**src/rtl/coin_start_seq_pkg.sv**
```systemverilog
// Shared types and constants for the coin/start input sequencer.
// Optional credit counter is enabled with COIN_START_SEQ_CREDIT_COUNT_EN.
package coin_start_seq_pkg;

    typedef enum logic [2:0] {
        IDLE,
        COIN,
        GAP,
        START,
        RELEASE
    } seq_state_t;

    localparam int CREDIT_W = 8;

    function automatic int max3(input int a, input int b, input int c);
        int m;
        m = a;
        if (b > m) m = b;
        if (c > m) m = c;
        return m;
    endfunction

endpackage

```
**src/rtl/coin_start_seq_tick_prescaler.sv**
```systemverilog
// Free-running divider producing a one-cycle tick every TICK_DIV clocks.
// clr restarts the count so the next tick is a full TICK_DIV cycles away.
module tick_prescaler #(
    parameter int TICK_DIV = 12000
) (
    input  logic clk_sys,
    input  logic reset,
    input  logic clr,
    output logic tick
);

    localparam int CW = (TICK_DIV > 1) ? $clog2(TICK_DIV) : 1;
    localparam logic [CW-1:0] LAST = CW'(TICK_DIV - 1);

    logic [CW-1:0] count_q;
    logic [CW-1:0] count_d;

    // tick marks the cycle whose clock edge wraps the count back to 0
    assign tick = (count_q == LAST);

    always_comb begin
        count_d = count_q + 1'b1;
        if (clr || (count_q == LAST)) begin
            count_d = '0;
        end
    end

    always_ff @(posedge clk_sys or posedge reset) begin
        if (reset) begin
            count_q <= '0;
        end else begin
            count_q <= count_d;
        end
    end

endmodule

```
**src/rtl/coin_start_seq.sv**
```systemverilog
// Turns a Start 1P/2P press into a timed coin -> gap -> start -> release sequence.
// Defining COIN_START_SEQ_CREDIT_COUNT_EN adds a saturating credit counter on coin_out.
module coin_start_seq
    import coin_start_seq_pkg::*;
#(
    parameter int TICK_DIV    = 12000,
    parameter int COIN_TICKS  = 100,
    parameter int GAP_TICKS   = 200,
    parameter int START_TICKS = 100
) (
    input  logic clk_sys,
    input  logic reset,
    input  logic start1_in,
    input  logic start2_in,
    input  logic coin_in,
    output logic coin_out,
    output logic start1_out,
    output logic start2_out,
    output logic busy
`ifdef COIN_START_SEQ_CREDIT_COUNT_EN
    ,
    output logic [CREDIT_W-1:0] credits,
    input  logic                credit_clr
`endif
);

    localparam int MAX_TICKS = max3(COIN_TICKS, GAP_TICKS, START_TICKS);
    localparam int TCW       = (MAX_TICKS > 0) ? $clog2(MAX_TICKS + 1) : 1;

    seq_state_t     state_q, state_d;
    logic           sel_q, sel_d;
    logic           prev1_q, prev2_q;
    logic [TCW-1:0] tick_cnt_q, tick_cnt_d;
    logic           coin_seq_q, coin_seq_d;
    logic           start1_q, start1_d;
    logic           start2_q, start2_d;
    logic           busy_q, busy_d;
    logic           rise1, rise2;
    logic           tick;
    logic           clr;

    // A zero-length state still occupies one clock before moving on.
    function automatic logic timed_done(input int ticks, input logic tk,
                                        input logic [TCW-1:0] cnt);
        return (ticks == 0) || (tk && (cnt == TCW'(ticks - 1)));
    endfunction

    tick_prescaler #(
        .TICK_DIV(TICK_DIV)
    ) u_prescaler (
        .clk_sys(clk_sys),
        .reset  (reset),
        .clr    (clr),
        .tick   (tick)
    );

    always_comb begin
        state_d = state_q;
        sel_d   = sel_q;
        rise1   = start1_in & ~prev1_q;
        rise2   = start2_in & ~prev2_q;

        unique case (state_q)
            IDLE: begin
                if (rise1 || rise2) begin
                    state_d = COIN;
                    sel_d   = ~rise1;
                end
            end
            COIN: begin
                if (timed_done(COIN_TICKS, tick, tick_cnt_q)) state_d = GAP;
            end
            GAP: begin
                if (timed_done(GAP_TICKS, tick, tick_cnt_q)) state_d = START;
            end
            START: begin
                if (timed_done(START_TICKS, tick, tick_cnt_q)) state_d = RELEASE;
            end
            RELEASE: begin
                if (!(start1_in || start2_in)) state_d = IDLE;
            end
            default: state_d = IDLE;
        endcase

        // Every state entry restarts the timebase so durations are exact.
        clr = (state_d != state_q);

        tick_cnt_d = tick_cnt_q;
        if (clr) begin
            tick_cnt_d = '0;
        end else if (tick) begin
            tick_cnt_d = tick_cnt_q + 1'b1;
        end

        coin_seq_d = (state_d == COIN);
        start1_d   = (state_d == START) && !sel_d;
        start2_d   = (state_d == START) && sel_d;
        busy_d     = (state_d != IDLE);
    end

    // prev flops reset high so a button held through reset needs a fresh press.
    always_ff @(posedge clk_sys or posedge reset) begin
        if (reset) begin
            state_q    <= IDLE;
            sel_q      <= 1'b0;
            prev1_q    <= 1'b1;
            prev2_q    <= 1'b1;
            tick_cnt_q <= '0;
            coin_seq_q <= 1'b0;
            start1_q   <= 1'b0;
            start2_q   <= 1'b0;
            busy_q     <= 1'b0;
        end else begin
            state_q    <= state_d;
            sel_q      <= sel_d;
            prev1_q    <= start1_in;
            prev2_q    <= start2_in;
            tick_cnt_q <= tick_cnt_d;
            coin_seq_q <= coin_seq_d;
            start1_q   <= start1_d;
            start2_q   <= start2_d;
            busy_q     <= busy_d;
        end
    end

    assign coin_out   = coin_seq_q | coin_in;
    assign start1_out = start1_q;
    assign start2_out = start2_q;
    assign busy       = busy_q;

`ifdef COIN_START_SEQ_CREDIT_COUNT_EN
    logic                coin_prev_q;
    logic [CREDIT_W-1:0] credits_q, credits_d;
    logic                coin_rise;

    always_comb begin
        coin_rise = coin_out & ~coin_prev_q;
        credits_d = credits_q;
        if (credit_clr) begin
            credits_d = '0;
        end else if (coin_rise && (credits_q != {CREDIT_W{1'b1}})) begin
            credits_d = credits_q + 1'b1;
        end
    end

    always_ff @(posedge clk_sys or posedge reset) begin
        if (reset) begin
            coin_prev_q <= 1'b0;
            credits_q   <= '0;
        end else begin
            coin_prev_q <= coin_out;
            credits_q   <= credits_d;
        end
    end

    assign credits = credits_q;
`endif

endmodule

```
**config.mk**
```make
export PLATFORM = sky130hd
export DESIGN_NAME = coin_start_seq
export DESIGN_NICKNAME = d
export VERILOG_FILES = /design/src/rtl/coin_start_seq_pkg.sv /design/src/rtl/coin_start_seq_tick_prescaler.sv /design/src/rtl/coin_start_seq.sv
export SDC_FILE = /design/constraint.sdc
export NUM_CORES = 1
export LEC_CHECK = 0
export BUFFER_PORTS_ARGS = -buffer_cell sky130_fd_sc_hd__buf_2
export CAP_MARGIN = 30
export CORE_ASPECT_RATIO = 0.6
export CORE_MARGIN = 5
export CORE_UTILIZATION = 59
export DETAILED_ROUTE_END_ITERATION = 16
export PLACE_DENSITY = 0.78
export SLEW_MARGIN = 20
export SYNTH_ARGS = -nofsm -noshare
export SYNTH_HDL_FRONTEND = slang
export SYNTH_SLANG_ARGS = --single-unit
```
**constraint.sdc**
```tcl
create_clock -name clk_sys -period 3 [get_ports clk_sys]
set_input_delay 0.3 -clock clk_sys [delete_from_list [all_inputs] [get_ports clk_sys]]
set_output_delay 0.3 -clock clk_sys [all_outputs]
set_load 0.02 [all_outputs]
```
# == Yosys cells after proc, flatten, opt, wreduce, memory -nomap -nowiden ==
# Index checks and enable logic that the tools add are counted.
# totals
regBits,32
in_bits,5
output_inout_bits,4
word_cells,50
# classes
addsub,2
n_eq_ne,10
mux,11
n_bitwise,6
n_reduce_logical,11
# ops
operator,count
8-bit two-way mux,2
3-bit two-way mux,5
3-bit case mux with 5 select lines,1
"14-bit by 1-bit adder with 14-bit output, second input constant",1
"14-bit equality test, second input constant",1
14-bit two-way mux,1
"3-bit by 2-bit equality test with 1-bit output, second input constant",3
"8-bit by 1-bit adder with 8-bit output, second input constant",1
"8-bit by 7-bit equality test with 1-bit output, second input constant",1
"8-bit equality test, second input constant",1
"3-bit by 1-bit equality test with 1-bit output, second input constant",2
1-bit logical AND,4
"3-bit equality test, second input constant",1
3-bit logical NOT,1
1-bit logical OR,3
3-bit != test,1
1-bit NOT,3
3-bit nonzero test,1
1-bit bitwise AND,2
1-bit two-way mux,2
2-bit nonzero test,1
1-bit logical NOT,1
1-bit OR,1

# == Depth between registers and ports, before layout ==
# logic_depth
word_depth,8
mapped_depth,7
depth_no_buf,7

# == Cells and area by module ==
# A second synthesis with hierarchy kept.
# unflattened
cells_unflattened,154
hier_area_um2,1640.3
# modules_own_cells
mod,n_inst,cells_per_inst,area_each_um2
coin_start_seq,1,82,902.1
tick_prescaler,1,72,738.2

# == Worst setup path after synthesis ==
# Ideal clock, no wire load.
# synth_path
path_kind,reg2reg
startpoint,register u_prescaler.count_q[0]
endpoint,register coin_seq_q
setup_ns,0.072
arrival_time_ns,2.006
t_required_ns,2.928
slack_ns,0.921
stages_incl_launch_ff,8
n_path_buf,0
synth_period_minus_slack_ns,2.079
cell_sequence,dfrtp_1 ha_1 nand4_2 or4_4 nor4_4 mux2i_1 inv_1 nor2_1
# synth_between
elab_chain_len,5
word_cells_on_any_way,8
# synth_rtl
element,line_no,source
"start, declared",coin_start_seq_tick_prescaler.sv:15,logic [CW-1:0] count_q;
"start signal, assigned",coin_start_seq_tick_prescaler.sv:32,count_q <= count_d;
14-bit equality test *,coin_start_seq_tick_prescaler.sv:19,assign tick = (count_q == LAST);
1-bit logical AND,coin_start_seq.sv:45,return (ticks == 0) || (tk && (cnt == TCW'(ticks - 1)));
"3-bit two-way mux, on equally long branches","coin_start_seq.sv:77, coin_start_seq.sv:71, coin_start_seq.sv:74",
3-bit case mux with 5 select lines *,coin_start_seq.sv:63,unique case (state_q)
net state_d[1],coin_start_seq.sv:30,"seq_state_t state_q, state_d;"
3-bit by 1-bit equality test with 1-bit output *,coin_start_seq.sv:95,coin_seq_d = (state_d == COIN);
net coin_seq_d,coin_start_seq.sv:34,"logic coin_seq_q, coin_seq_d;"
"end signal, assigned",coin_start_seq.sv:119,coin_seq_q <= coin_seq_d;
"end, declared",coin_start_seq.sv:34,
# Mark *: on every way through the listed nets, which the timed path passes. The rest lies on a longest branch.
# A chain may end at the register's enable or synchronous reset.

# == Worst setup path after layout ==
# layout_path
startpoint,register u_prescaler.count_q[0]
endpoint,"register start1_q, in the netlist start1_out"
# layout_between
elab_chain_len,6
word_cells_on_any_way,9
# layout_rtl
element,line_no,source
14-bit equality test *,coin_start_seq_tick_prescaler.sv:19,
1-bit logical AND,coin_start_seq.sv:45,
"3-bit two-way mux, on equally long branches","coin_start_seq.sv:77, coin_start_seq.sv:71, coin_start_seq.sv:74",
3-bit case mux with 5 select lines *,coin_start_seq.sv:63,
3-bit by 2-bit equality test with 1-bit output *,coin_start_seq.sv:96,start1_d = (state_d == START) && !sel_d;
1-bit logical AND *,coin_start_seq.sv:96,
net start1_d,coin_start_seq.sv:35,"logic start1_q, start1_d;"
"end signal, assigned",coin_start_seq.sv:120,start1_q <= start1_d;
"end, declared",coin_start_seq.sv:35,
# Marked as above.

==> results.md <==
Final layout:
- Counting the fill cells in the layout gives roughly 180.
- The final layout contains 175 nets.
- From synthesis to final layout, the design area changed by 9.52%.
- The multi-input gate area in the final layout is roughly 720 µm².
- The share of the core filled with cells in the final layout is around two thirds.
- 0 antenna diodes ended up in the layout.
- The sequential cells in the finished layout cover a total of 803 µm².
- The post-route cell area is 1730 µm².
- Cells with a size suffix above 1 make up 15.4% of the layout.
- The final standard cell count with taps included and fillers excluded is 201.

Clock network:
- The cell at the root of the clock tree is sky130_fd_sc_hd__clkbuf_8.
- The count of H-tree levels built during CTS is 2.
- TritonCTS built the clock tree.
- The number of hold buffers added after cts is 0.
- Counting every sink on the clock net gives 32.
- After clock tree synthesis, the repair step resized 0 gates.
- The clock insertion delay at the later pin of the skew report is about 0.28 ns.
- The maximum clock insertion buffer count is 2.
- The number of setup buffers added after CTS is 0.
- The clock slew at the register clock pins of the worst setup and hold paths is 0.06 ns.
- In this run, CTS created clock tree buffers numbering 5.

Power and ir drop:
- The relative contribution of sequential cells to total power is 55.5%.
- The static leakage is 0.737 nW.
- VDD sags by at most 0.000262 V.
- The share of total power dissipated in the clock network is 42.7%.
- The net switching component of the power is 0.158 mW.
- Per report_power, the combinational group accounts for 1.8% of the total.
- Cell internal power was estimated by the tool at roughly 0.62 mW.
- The switching part of the total is 20.2%.
- For this design the ratio of total power to cell area is 453 nW/µm².
- The total power consumption of the routed design is 0.783 mW.

Routing:
- In the final routed layout, each cell accounts on average for between 10 and 15 µm.
- Once detail routing completed, the nets flagged for antenna violations numbered 0.
- The final layout contains routed wiring with a total length of 2930 µm.
- The vias after detailed routing is around 1.1k.
- Dividing the detail-routed via count by the number of cells gives approximately 5.7.
- After the first detailed-routing iteration, the DRC count stood at 110.
- For this run, the detailed router's first-pass iteration total came to 4.
- The number of design rule violations left after detail routing is 0.

STA:
- The time the final worst path needs with I/O delays and setup is 2.40 ns.
- The count of endpoints failing hold in the final timing report is 0.
- Setup violations remaining at the end of the flow were counted as 0.
- The number of slew-limit violations in the final report is 0.
- The achievable frequency is between 400 and 500 MHz.
- The tightest hold margin is roughly 0.10 ns.
- The portion of the clock cycle consumed by the worst path in the final layout is 80.0%.
- The worst path meets setup with roughly 0.6 ns of slack.
- Headroom to the max-slew limit came out at 55.1%.
- The clock arrives with 0.00474 ns of skew.
- The measured slew at the worst slew-check pin is 0.668 ns.
- Setup repair after global routing left no endpoint under its margin.
- The aggregate negative setup slack is 0 ns.

Floorplanning:
- The effective utilization at floorplan is 62.1%.
- The die is between 70 and 80 µm wide.
- The floorplan step defined a die boundary enclosing 3840 µm².
- The number of I/O pins is 9.
- The initialized floorplan defines 14 standard-cell rows.
- In this run the standard cell core region covers 2540 µm².
- The die height is 50.1 µm.

Global routing:
- Entering global routing, the biggest net connects 33 pins.
- The first-pass GRT wire length is between 5000 and 6000 µm.
- Global routing used between 10% and 20% of the available tracks across all layers.
- The global-route congestion overflow total is 0.
- The initial antenna violation count came to 0.
- The via count of the first global-routing pass came to between 1k and 1.5k.

Logic synthesis:
- The async set-reset flop share out of synthesis is 100%.
- Yosys attributes the largest share of cell area to sky130_fd_sc_hd__dfrtp_1 (48%), sky130_fd_sc_hd__xnor2_1 (8.3%), sky130_fd_sc_hd__nor2_1 (6.7%).
- The main flop type after synthesis is sky130_fd_sc_hd__dfrtp_1.
- The count of mapped cells out of synthesis is 156.
- The count of flip-flops with a built-in enable after synthesis is 0.
- The top cell type's share of synthesized area is 47.6%.
- The synthesis warning total is 0.
- For this run, the register share of the synthesized area comes to 50.9%.
- The most instantiated library cell after synthesis is sky130_fd_sc_hd__dfrtp_1.
- Counting every net in the synthesized netlist gives 163.
- The cell area that synthesis handed to floorplanning was about 1600 µm².
- The largest total area in the synthesized netlist belongs to sky130_fd_sc_hd__dfrtp_1.
- The commonest cells after synthesis are sky130_fd_sc_hd__dfrtp_1 (30), sky130_fd_sc_hd__nor2_1 (28), sky130_fd_sc_hd__xnor2_1 (15).
- The count of unique library cells instantiated by Yosys is 36.
- Counting flops and latches in the post-synthesis netlist gives 32.
- The post-synthesis area per instance is 10.1 µm².

Flow run:
- Across the run, the number of max-cap violations was 0.

Placement:
- The cell total after placement is 193.
- The worst setup timing slack at the placement stage is 0.677 ns.
- The count of buffers added on input and output ports is 8.
- The global placement routability congestion is around 0.86.
- After detailed placement, the total cell area comes to 1640 µm².
- The detailed placer's ending HPWL is between 2000 and 2500 µm.

Setup path:
- Walking the worst path, the cells encountered are ha_1 > nand4_2 > or4_4 > o311ai_1 > o311a_1 > nor3_1.
- The critical path start-end classification is reg2reg.
- STA puts the critical path data required time at 3.16 ns.
- The nature of the critical path startpoint is a register.
- The number of buffers and inverters on the critical path is 0.
- STA classifies the critical path endpoint as a register.
- Data on the critical path arrives at its endpoint at 2.56 ns.
- In this design, the largest share of critical-path delay is due to simple AND/OR/NAND/NOR gates.
- The largest single stage delay on the critical path is 0.64 ns.
- In this run the worst path has a maximum fanout of 13.
- The slowest cell on the critical path is sky130_fd_sc_hd__or4_4.

Hold path:
- The type of the tightest min-delay check is in2async.

Outcome:
- The flow ran to the end, and the final reports show no timing, DRC or antenna violations.
[power by group through the flow]
| stage | Clock, mW | Sequential [mW] | Combinational [mW] |
|---|---|---|---|
| CTS | 0.342 | 0.434 | 0.0150 |
| global route | 0.365 | 0.434 | 0.0175 |
| finish | 0.334 | 0.434 | 0.0143 |
| detailed placement | 0 | 0.442 | 0.0149 |
| global placement | 0 | 0.442 | 0.0141 |
| floorplan | 0 | 0.442 | 0.00900 |
[worst paths after layout]
kind | start | endpoint | slack, ns | cells after the start
worst max-delay path | u_prescaler.count_q[0] | start1_out | 0.60 | 6
worst min-delay path | reset | u_prescaler.count_q[7] | 0.1 | 2
worst max register to register | u_prescaler.count_q[0] | start1_out | 0.60 | 6
worst min register to register | u_prescaler.count_q[0] | u_prescaler.count_q[0] | 0.48 | 1
max in group asynchronous | reset | tick_cnt_q[1] | 2.48 | 2
min in group clk_sys | start2_in | prev2_q | 0.14 | 1
[layer usage]
layer / share of wire [%] / up-vias / routed length [µm] / global-route usage [%]
met3: 6.3 / 10 / 185 / 5.45
met2: 41 / 34 / 1210 / 24.9
li1: - / 555 / - / -
met5: 0 / - / 0 / 0
met4: 2.3 / 0 / 67 / 9.01
met1: 50 / 548 / 1470 / 22.9
[layout make-up]
cell class | instances | area share [%]
tap | 32 | 2.32
clock buffer | 8 | 5.21
inverter | 10 | 2.17
multi-input combinational | 111 | 41.5
sequential | 32 | 46.5
timing repair buffer | 8 | 2.32
[logic make-up (layout without fill, tap and decap cells)]
logic type | count (synthesis) | in the layout | synth area share (%)
compound gates | 13 | 13 | 5.87
xor+xnor | 19 | 19 | 10.5
fa+ha+maj | 2 | 2 | 1.59
buf+inv | 13 | 26 | 3.65
flops | 32 | 32 | 50.9
mux | 1 | 1 | 0.634
simple gates | 76 | 76 | 26.8
[worst reg2reg max path, stage by stage (launching register included)]
cell and delay [ns]:
sky130_fd_sc_hd__dfrtp_1 0.38, sky130_fd_sc_hd__ha_1 0.23, sky130_fd_sc_hd__nand4_2 0.15, sky130_fd_sc_hd__or4_4 0.64, sky130_fd_sc_hd__o311ai_1 0.45, sky130_fd_sc_hd__o311a_1 0.35
sky130_fd_sc_hd__nor3_1 0.08
[registers in the layout, summed over array words and instances (netlist names)]
register             flops
u_prescaler.count_q     14
tick_cnt_q               8
state_q                  3
busy                     1
coin_seq_q               1
prev1_q                  1
prev2_q                  1
sel_q                    1
start1_out               1
start2_out               1
[layout by cell type, fill, tap and decap left out, types with 2 or more instances in the layout]
cell type                  count
sky130_fd_sc_hd__nor3_1       10
sky130_fd_sc_hd__and3_1        3
sky130_fd_sc_hd__xor2_1        4
sky130_fd_sc_hd__xnor2_1      15
sky130_fd_sc_hd__nand3_1       9
sky130_fd_sc_hd__clkbuf_1      2
sky130_fd_sc_hd__o21ai_0       4
sky130_fd_sc_hd__buf_2         8
sky130_fd_sc_hd__nand2_1       8
sky130_fd_sc_hd__dfstp_2       2
sky130_fd_sc_hd__nand4b_1      2
sky130_fd_sc_hd__inv_1         9
sky130_fd_sc_hd__nor2_1       28
sky130_fd_sc_hd__nor2b_1       3
sky130_fd_sc_hd__a21oi_1       3
sky130_fd_sc_hd__dfrtp_1      30
sky130_fd_sc_hd__clkbuf_8      6
sky130_fd_sc_hd__ha_1          2
sky130_fd_sc_hd__nor4_2        3
No activity file was read; power rests on OpenSTA's default activity.
